$ cat config.mk
export PLATFORM = sky130hd
export DESIGN_NAME = voice_scheduler
export DESIGN_NICKNAME = d
export VERILOG_FILES = /design/src/rtl/voice_scheduler.sv
export SDC_FILE = /design/constraint.sdc
export NUM_CORES = 1
export LEC_CHECK = 0
export BUFFER_PORTS_ARGS = -buffer_cell sky130_fd_sc_hd__buf_4
export CAP_MARGIN = 15
export CELL_PAD_IN_SITES_DETAIL_PLACEMENT = 2
export CELL_PAD_IN_SITES_GLOBAL_PLACEMENT = 2
export CORE_MARGIN = 5
export CORE_UTILIZATION = 42
export CTS_CLUSTER_SIZE = 16
export DETAILED_ROUTE_END_ITERATION = 8
export PLACE_DENSITY = 0.88
export SLEW_MARGIN = 40
export SYNTH_ARGS = -nofsm -noshare
export SYNTH_HDL_FRONTEND = slang
export SYNTH_SLANG_ARGS = --single-unit
$ cat constraint.sdc
create_clock -name clk -period 6.8 [get_ports clk]
set_clock_uncertainty 0.1 [all_clocks]
set_input_delay 1.36 -clock clk [delete_from_list [all_inputs] [get_ports clk]]
set_output_delay 1.36 -clock clk [all_outputs]
set_load 0.01 [all_outputs]
$ cat src/rtl/voice_scheduler.sv
// voice_scheduler: allocates note requests to three synth voices and retires them by beat count.
// Optional feature macro: VOICE_SCHED_STEAL_EN (when all voices are busy, preempt the voice
// with the least remaining duration instead of dropping the request).
// Ports:
//   clk, reset     system clock, asynchronous active-high reset
//   clear          synchronous stop-all; deactivates every voice, abandons any in-flight request
//   note_req       request strobe, accepted only while req_ready=1
//   note_id        note to play, sampled on acceptance
//   note_dur       duration in beats, sampled on acceptance (0 plays as 1)
//   req_ready      scheduler idle and able to accept a request
//   voice_load     one-hot, one-cycle load strobe for the target voice
//   voice_note     per-voice current note, voice i at [i*NOTE_W +: NOTE_W]
//   voice_active   voice currently sounding
//   beat           one-cycle tick every BEAT_COUNT clocks
//   steal          one-cycle pulse with voice_load when a busy voice was preempted
//   req_drop       one-cycle pulse when a request found no voice
module voice_scheduler #(
    parameter int NUM_VOICES = 3,
    parameter int NOTE_W     = 6,
    parameter int DUR_W      = 6,
    parameter int BEAT_COUNT = 1000
) (
    input  logic                         clk,
    input  logic                         reset,
    input  logic                         clear,
    input  logic                         note_req,
    input  logic [NOTE_W-1:0]            note_id,
    input  logic [DUR_W-1:0]             note_dur,
    output logic                         req_ready,
    output logic [NUM_VOICES-1:0]        voice_load,
    output logic [NUM_VOICES*NOTE_W-1:0] voice_note,
    output logic [NUM_VOICES-1:0]        voice_active,
    output logic                         beat,
    output logic                         steal,
    output logic                         req_drop
);
    localparam int CNT_W = (BEAT_COUNT > 1) ? $clog2(BEAT_COUNT) : 1;
    localparam int VI_W  = (NUM_VOICES > 1) ? $clog2(NUM_VOICES) : 1;

    typedef enum logic [1:0] {IDLE, ALLOC, LOAD} state_t;

    state_t                state, state_nxt;
    logic [CNT_W-1:0]      cnt;
    logic [NOTE_W-1:0]     req_note;
    logic [DUR_W-1:0]      req_dur;
    logic [DUR_W-1:0]      remaining [NUM_VOICES];
    logic [NUM_VOICES-1:0] busy;
    logic [NUM_VOICES-1:0] hit;
    logic [VI_W-1:0]       target;
    logic                  found;
    logic                  stolen;
    logic                  do_load;
    logic                  do_drop;

    assign beat      = cnt == CNT_W'(BEAT_COUNT - 1);
    assign req_ready = state == IDLE;

    // A voice whose last beat lands this cycle is already considered free, so
    // selection sees expiry before allocation.
    always_comb begin
        busy = '0;
        hit  = '0;
        for (int i = 0; i < NUM_VOICES; i++) begin
            busy[i] = voice_active[i] && !(beat && remaining[i] == DUR_W'(1));
            hit[i]  = busy[i] && voice_note[i*NOTE_W +: NOTE_W] == req_note;
        end
    end

    // Later loops override earlier ones: retrigger beats free voice beats steal.
    always_comb begin
        target = '0;
        found  = 1'b0;
        stolen = 1'b0;
        for (int i = NUM_VOICES - 1; i >= 0; i--)
            if (!busy[i]) begin
                target = VI_W'(i);
                found  = 1'b1;
            end
        for (int i = NUM_VOICES - 1; i >= 0; i--)
            if (hit[i]) begin
                target = VI_W'(i);
                found  = 1'b1;
            end
`ifdef VOICE_SCHED_STEAL_EN
        if (!found) begin
            found  = 1'b1;
            stolen = 1'b1;
            target = '0;
            for (int i = 1; i < NUM_VOICES; i++)
                if (remaining[i] < remaining[target]) target = VI_W'(i);
        end
`endif
    end

    always_comb begin
        state_nxt = state;
        do_load   = 1'b0;
        do_drop   = 1'b0;
        if (clear) state_nxt = IDLE;
        else begin
            case (state)
                IDLE:    state_nxt = note_req ? ALLOC : IDLE;
                ALLOC: begin
                    do_load   = found;
                    do_drop   = !found;
                    state_nxt = found ? LOAD : IDLE;
                end
                default: state_nxt = IDLE;
            endcase
        end
    end

    always_ff @(posedge clk or posedge reset)
        if (reset) state <= IDLE;
        else state <= state_nxt;

    // The voice registers are written on the ALLOC->LOAD edge so they are
    // visible together with the load strobe; during the LOAD cycle the strobe
    // shields the fresh duration from a coincident beat.
    always_ff @(posedge clk or posedge reset)
        if (reset) begin
            cnt          <= '0;
            req_note     <= '0;
            req_dur      <= '0;
            voice_load   <= '0;
            voice_note   <= '0;
            voice_active <= '0;
            steal        <= 1'b0;
            req_drop     <= 1'b0;
            for (int i = 0; i < NUM_VOICES; i++) remaining[i] <= '0;
        end else begin
            cnt        <= beat ? '0 : cnt + CNT_W'(1);
            voice_load <= '0;
            steal      <= do_load && stolen;
            req_drop   <= do_drop;
            if (state == IDLE && note_req && !clear) begin
                req_note <= note_id;
                req_dur  <= (note_dur == '0) ? DUR_W'(1) : note_dur;
            end
            for (int i = 0; i < NUM_VOICES; i++)
                if (clear) begin
                    voice_active[i] <= 1'b0;
                    remaining[i]    <= '0;
                end else if (do_load && target == VI_W'(i)) begin
                    voice_load[i]                   <= 1'b1;
                    voice_active[i]                 <= 1'b1;
                    remaining[i]                    <= req_dur;
                    voice_note[i*NOTE_W +: NOTE_W]  <= req_note;
                end else if (beat && voice_active[i] && remaining[i] != '0 && !voice_load[i]) begin
                    remaining[i] <= remaining[i] - DUR_W'(1);
                    if (remaining[i] == DUR_W'(1)) voice_active[i] <= 1'b0;
                end
        end
endmodule

* Yosys cells after proc, flatten, opt, wreduce, memory -nomap -nowiden
Index checks and enable logic that the tools add are counted.
Word-level totals: register bits after elaboration 67, bits of input ports 16, logic and storage cells 128
Operators by class: $add $sub $neg 4, equal/unequal tests 10, multiplexer cells 49, bitwise operators 1, reduce and logical (&&, ||, !) cells 49
Operators by type and width (number):
- 2-to-1 mux 6 bit | 10
- 2-to-1 mux 1 bit | 29
- logical AND 1 bit | 23
- == test 6 x 1 -> 1 bit, second input constant | 3
- == test 6 bit | 3
- nonzero test 3 bit | 6
- nonzero test 6 bit | 3
- subtractor 6 x 1 -> 6 bit, second input constant | 3
- 2-to-1 mux 2 bit | 8
- AND reduction 2 bit | 6
- adder 10 x 1 -> 10 bit, second input constant | 1
- == test 10 bit, second input constant | 1
- 2-to-1 mux 10 bit | 1
- zero test 1 bit | 8
- zero test 6 bit | 1
- == test 2 x 1 -> 1 bit, second input constant | 2
- zero test 2 bit | 2
- one-hot mux 2 bit (2 select lines) | 1
- == test 2 bit, second input constant | 1
- NOT 1 bit | 1

* Depth between registers and ports, before layout
Gate-level depths: netlist (run 1).
depth after elaboration 15, gate-level depth with buffers 10, gate-level depth less buffers 8

* Worst setup path after synthesis (run 1)
Ideal clock, no wire load.
path kind reg-to-output, start point register cnt[0], end point output port beat, arrival 1.788 ns, setup slack 3.552 ns, cell stages (with the launch flop) 7, buffers on the path 2, path through dfrtp_1 -> ha_1 -> nand4bb_1 -> or3_4 -> inv_1 -> clkbuf_1 -> clkbuf_1
On the way: cells in the longest elaborated chain, start to end 1
RTL lines:
- start: declaration | line 43 | logic [CNT_W-1:0] cnt;
- start signal: assignment | line 132 | cnt <= beat ? '0 : cnt + CNT_W'(1);
- == test 10 bit | line 55 | assign beat = cnt == CNT_W'(BEAT_COUNT - 1);
- end: declaration | line 33 | output logic beat,
No other way between the ends.

* Worst setup path after layout (run 1)
Ends and elaborated chain as after synthesis.

==> impl_metrics.tcl, run 1 <==
set metrics [dict create \
    switching_share_pct 29.1 \
    ir_worst_vdd_uv 111 \
    crit_slowest_cell "or3_4" \
    tightestPinTransition_ns 0.819 \
    rows 33 \
    clockPowerShare_pct 34.9 \
    postCtsSetupBuffers 0 \
    drive_above_1_share_pct 32.9 \
    fin_area_um2 4240 \
    power_mw 1.12 \
    gp_congestion 0.814 \
    root_buffer "clkbuf_8" \
    p_int_mw 0.793 \
    slew_violations 0 \
    io_buffers 42 \
    maxCapViolCount 0 \
    cts_buffer_depth 2 \
    holdCritPathClass "flop to flop" \
    ys_dominant_reg_cell "dfrtp_1" \
    grt_pass1_vias 3079 \
    route.vias.total 2622 \
    htreeDepth 3 \
    cts_buffers 9 \
    die_w_um 103 \
    synthArstFlopShare_pct 100 \
    seq_area_frac_synth_pct 46.3 \
    drtPass1Iterations 4 \
    io_pins 44 \
    power_density_nw_per_um2 264 \
    path_clk_slew_ns 0.08 \
    cp_cell_sequence "ha_1 > nand4bb_1 > or3_4 > inv_1 > buf_4 > buf_4" \
    hold_viol 0 \
    synth_area_um2 3620 \
    yosys_warnings 0 \
    end_kind "output pin" \
    drtIter0Drc 82 \
    cp_slowest_stage_delay_ns 0.46 \
    cp.required_ns 5.34 \
    min_period_over_period_pct 54.9 \
    cts-resized-gates 0 \
    wire_per_inst_um 22.8 \
    synth_nets 344 \
    die-area_um2 10600 \
    via_per_inst 5.61 \
    synth_cell_types 49 \
    period_minus_slack_ns 3.73 \
    p_leak_nw 1.91 \
    grt_pass1_wl_mm 17.4 \
    ctsHoldBuffers 0 \
    grtUsageTotal_pct 22.2 \
    crit_top_cell "buf_4" \
    setup_violations 0 \
    cts_tree "done" \
    setup_tns_ns 0 \
    mostFrequentLayoutCell "dfrtp_1" \
    syn_to_final_growth_pct 17.1 \
    power_frac_seq_pct 45.8 \
    routed_wl_mm 10.7 \
    path_max_fanout 28 \
    diodes 0 \
    max_slew_margin_pct 45.0 \
    crit_cells 6 \
    postPlaceCellArea_um2 4000 \
    rsz0062_at_grt "false" \
    ant_nets 0 \
    antenna_found_initial 0 \
    worst_ep_arrival_time_ns 2.27 \
    cts.sinks 67 \
    die_height_um 103 \
    switchingPower_mw 0.326 \
    startpoint_type "flop" \
    drcViolationCount 0 \
    core_um2 8300 \
    path_delay_family "buffers and inverters" \
    reg2reg_depth 9 \
    clk_latency_ns 0.35 \
    run_status "completed" \
    grt-ovfl-total 0 \
    synth_cells 318 \
    pwr-share-comb_pct 19.4 \
    max_freq_ghz 0.268 \
    fin_nets 383 \
    floorplan.initialDensity_pct 43.6 \
    ys_ff_latch 67 \
    final_cell_mix "dfrtp_1, buf_4, nor2_1" \
    crit_type "flop to output pin" \
    grt_max_degree 68 \
    avgSynthCellArea_um2 11.4 \
    dp_hpwl_mm 7.14 \
    synth_edf_count 0 \
    worstHoldPathCells 1 \
    path_buf_inv 3 \
]
## through the flow
step | cells | hold WS [ns] | util, % | setup slack, ns
2_1_floorplan | 318 | 0.348 | - | 3.55
3_3_place_gp | 450 | 0.363 | 48.1 | 3.26
3_5_place_dp | 451 | 0.385 | 48.2 | 3.23
4_1_cts | 467 | 0.396 | 51.0 | 3.07
5_1_grt | 467 | 0.420 | 51.0 | 2.93
6_report | 467 | 0.392 | 51.0 | 3.07
## power groups by stage
stage                     sequential, mW  clock, mW  combinational [mW]
after floorplan                    0.496          0               0.139
final                              0.512      0.390               0.217
after global placement             0.513          0               0.202
after detailed placement           0.517          0               0.216
after CTS                          0.512      0.395               0.221
after global routing               0.519      0.416               0.233
## synth_stat cells, types with 3 or more instances
| cell type | count | share of area [%] |
|---|---|---|
| buf_6 | 3 | 0.93 |
| ha_1 | 10 | 3.5 |
| xnor2_1 | 20 | 4.8 |
| nand2b_1 | 3 | 0.52 |
| a21oi_1 | 8 | 1.1 |
| o21ai_0 | 4 | 0.55 |
| a311oi_1 | 3 | 0.73 |
| mux2_4 | 16 | 6.6 |
| nor4_1 | 3 | 0.52 |
| xor2_1 | 19 | 4.6 |
| o211ai_1 | 3 | 0.62 |
| nor3_1 | 4 | 0.55 |
| dfrtp_1 | 67 | 46 |
| and3_1 | 4 | 0.69 |
| inv_1 | 12 | 1.2 |
| clkbuf_1 | 11 | 1.1 |
| nor2_1 | 34 | 3.5 |
| nand4_1 | 9 | 1.6 |
| nand2_1 | 12 | 1.2 |
| nand3_1 | 10 | 1.4 |
| mux2_2 | 30 | 9.3 |
## sequential cells by signal, indices dropped and copies added, names as in the netlist
signal,flops
voice_active,3
cnt,10
remaining,18
req_drop,1
req_note,6
voice_note,18
voice_load,3
state,2
req_dur,6
## worst reg2reg max path, delay by kind of cell (launching register included)
kind	cells	cell delay, ns
adders and majority gates	1	0.25
DFF	1	0.41
AOI/OAI and AO/OA	3	1.48
buffers and inverters	2	0.40
and+or+nand+nor	2	0.36
muxes	1	0.35
## worst paths after layout
path                             startpoint                   endpoint  slack (ns)
min reg2reg                cnt[0]$_DFF_PP0_           cnt[0]$_DFF_PP0_        0.39
max in group asynchronous             reset   remaining[7]$_DFFE_PP0P_        5.08
min in group asynchronous             reset  voice_note[0]$_DFFE_PP0P_        1.04
min                        cnt[0]$_DFF_PP0_           cnt[0]$_DFF_PP0_        0.39
max                        cnt[0]$_DFF_PP0_                       beat        3.07
max reg2reg                cnt[0]$_DFF_PP0_  remaining[14]$_DFFE_PP0P_        3.32
## metal layers
layer	track usage, %	share of wire [%]
met5	0	0
met4	9.06	2.8
met3	3.72	2.7
met2	39.1	52
met1	26.9	42
## area by class of cell
class,count,area [um2]
sequential,67,1680
timing repair buffer,46,349
tap,105,131
multi-input combinational,221,1810
clock buffer,12,155
clock inverter,4,72.6
fill,833,4060
inverter,12,45.0
## kinds of logic (layout without fill, tap and decap cells)
kind of cell | after synthesis | count (layout) | synth area share (%)
AO/OA/AOI/OAI | 28 | 28 | 6.16
adder cells (fa/ha/maj) | 10 | 10 | 3.46
multiplexers | 47 | 47 | 16.3
other | 1 | 1 | 0.104
flip-flops | 67 | 67 | 46.3
XOR/XNOR | 39 | 39 | 9.44
AND/OR/NAND/NOR | 96 | 96 | 14.3
buffers and inverters | 30 | 74 | 3.91
Note: power is estimated with default switching activity, not from simulation.
==> run 2, diff against run 1 <==
--- a/config.mk
+++ b/config.mk
@@ -10,10 +10,10 @@
 export CELL_PAD_IN_SITES_DETAIL_PLACEMENT = 2
 export CELL_PAD_IN_SITES_GLOBAL_PLACEMENT = 2
 export CORE_MARGIN = 5
-export CORE_UTILIZATION = 42
+export CORE_UTILIZATION = 35
 export CTS_CLUSTER_SIZE = 16
 export DETAILED_ROUTE_END_ITERATION = 8
-export PLACE_DENSITY = 0.88
+export PLACE_DENSITY = 0.79
 export SLEW_MARGIN = 40
 export SYNTH_ARGS = -nofsm -noshare
 export SYNTH_HDL_FRONTEND = slang
==> constraint.sdc (replaced) <==
create_clock -name clk -period 3.42 [get_ports clk]
set_clock_uncertainty 0.1 [all_clocks]
set_input_delay 0.684 -clock clk [delete_from_list [all_inputs] [get_ports clk]]
set_output_delay 0.684 -clock clk [all_outputs]
set_load 0.01 [all_outputs]
==> run 2 against run 1 <==
Compared with the run above:
- clock-buffer cell count grew 1
- clock power increased by 72%
- non-clock buffer count grew 1
- power grew 88%
- sequential share of layout area down 0.20 points
- final cell count up 6.6%
- die area grew 18%
- final area increased by 0.50%
- sequential power is 97% higher
- critical path depth unchanged
- hold slack got worse by 0.10 ns
- combinational power rose by 98%
==> impl_metrics.tcl, run 2 (synthesis gave the netlist of run 1 again) <==
set metrics [dict create \
    run_status "completed" \
    drcViolationCount 0 \
    hold_viol 0 \
    gp_congestion 0.822 \
    post-place-ws_ns 0.425 \
    core_um2 10200 \
    pwr-share-comb_pct 20.3 \
    grt_pass1_vias 3077 \
    cts_tree "done" \
    end_kind "output pin" \
    die_w_um 112 \
    r2r_slack_ns 0.40 \
    path_clk_slew_ns 0.06 \
    floorplan.initialDensity_pct 35.5 \
    setup_violations 0 \
    p_leak_nw 1.90 \
    mostFrequentLayoutCell "dfrtp_1" \
    die-area_um2 12500 \
    fin_ws_ns 0.388 \
    ctsHoldBuffers 0 \
    route.vias.total 2572 \
    cts_buffer_depth 2 \
    postCtsSetupBuffers 0 \
    clk_latency_ns 0.35 \
    cts-resized-gates 0 \
    tightestPinTransition_ns 0.694 \
    crit_cells 6 \
    routed_wl_mm 9.63 \
    root_buffer "clkbuf_8" \
    cts.sinks 67 \
    crit_slowest_cell "or3_4" \
    htreeDepth 3 \
    path_delay_family "simple AND/OR/NAND/NOR gates" \
    period_minus_slack_ns 3.03 \
    cp.required_ns 2.64 \
    diodes 0 \
    max_slew_margin_pct 53.8 \
    switchingPower_mw 0.609 \
    switching_share_pct 28.9 \
    path_max_fanout 28 \
    max_freq_ghz 0.330 \
    p_int_mw 1.50 \
    wire_per_inst_um 19.3 \
    cts_buffers 9 \
    ir_worst_vdd_uv 366 \
    grt_pass1_wl_mm 16.1 \
    grt_max_degree 36 \
    antenna_found_initial 0 \
    holdCritPathClass "primary input to asynchronous set/reset pin" \
    setup_tns_ns 0 \
    cp_cell_sequence "ha_1 > nand4bb_1 > or3_4 > inv_1 > buf_4 > buf_4" \
    worst_ep_arrival_time_ns 2.25 \
    drtIter0Drc 78 \
    cp_slowest_stage_delay_ns 0.47 \
    crit_top_cell "buf_4" \
    slew_violations 0 \
    ant_nets 0 \
    path_buf_inv 3 \
    rsz0062_at_grt "false" \
    grt-ovfl-total 0 \
    via_per_inst 5.16 \
    io_buffers 42 \
    final_cell_mix "dfrtp_1, buf_4, nor2_1" \
    syn_to_final_growth_pct 17.7 \
    dp_hpwl_mm 7.16 \
    rows 37 \
    drtPass1Iterations 4 \
    power_density_nw_per_um2 496 \
    drive_above_1_share_pct 32.6 \
    reg2reg_depth 7 \
    clockPowerShare_pct 31.8 \
    io_pins 44 \
    crit_type "flop to output pin" \
    fin_nets 384 \
    grtUsageTotal_pct 16.3 \
    min_period_over_period_pct 88.6 \
    maxCapViolCount 0 \
    die_height_um 112 \
    power_frac_seq_pct 47.9 \
    startpoint_type "flop" \
    fillerInstances 1070 \
    top_regs "remaining: 18 flops, voice_note: 18 flops, cnt: 10 flops" \
]
[run 2: through the flow]
stage / power, mW / hold slack (ns) / std cells / util (%) / instance area, um2
floorplan: 1.26 / 0.348 / 318 / - / 3620
global placement: 1.43 / 0.368 / 483 / 39.8 / 4060
detailed placement: 1.46 / 0.385 / 483 / 39.8 / 4060
CTS: 2.15 / 0.388 / 498 / 41.7 / 4250
global route: 2.23 / 0.327 / 498 / 41.8 / 4260
finish: 2.11 / 0.288 / 498 / 41.8 / 4260
[run 2: power by group through the flow]
stage | clock [mW] | sequential, mW | combinational, mW
after global routing | 0.733 | 1.03 | 0.466
after floorplan | 0 | 0.985 | 0.275
final | 0.670 | 1.01 | 0.429
after CTS | 0.697 | 1.01 | 0.439
after global placement | 0 | 1.02 | 0.411
after detailed placement | 0 | 1.03 | 0.433
[run 2: final cells by class]
type,instances,area [um2],area share (%)
multi-input cells,221,1810,42.4
inverters,12,46.3,1.09
flip-flops and latches,67,1680,39.4
well taps,136,170,4.00
repair buffers,47,365,8.58
clock buffers,13,159,3.73
clock inverters,2,35.0,0.823
[run 2: worst reg2reg max path, delay by kind of cell (launching register included)]
family	cells	cell delay (ns)
simple gates	3	1.30
compound gates	2	0.50
mux	1	0.40
flops	1	0.39
fa+ha+maj	1	0.23
[run 2: per-layer routing]
metal | routed length (um) | GRT usage (%)
met5 | 0 | 0
met1 | 4180 | 19.7
met2 | 5000 | 28.7
met3 | 324 | 3.75
met4 | 125 | 4.79
[run 2: path summary, 6_finish.rpt]
path                                   from                    endpoint
hold reg to reg            cnt[0]$_DFF_PP0_            cnt[0]$_DFF_PP0_
hold / removal                        reset            cnt[3]$_DFF_PP0_
min in group clk           cnt[0]$_DFF_PP0_            cnt[0]$_DFF_PP0_
setup / recovery           cnt[0]$_DFF_PP0_                        beat
setup reg to reg           cnt[0]$_DFF_PP0_  voice_note[13]$_DFFE_PP0P_
max in group asynchronous             reset   remaining[17]$_DFFE_PP0P_
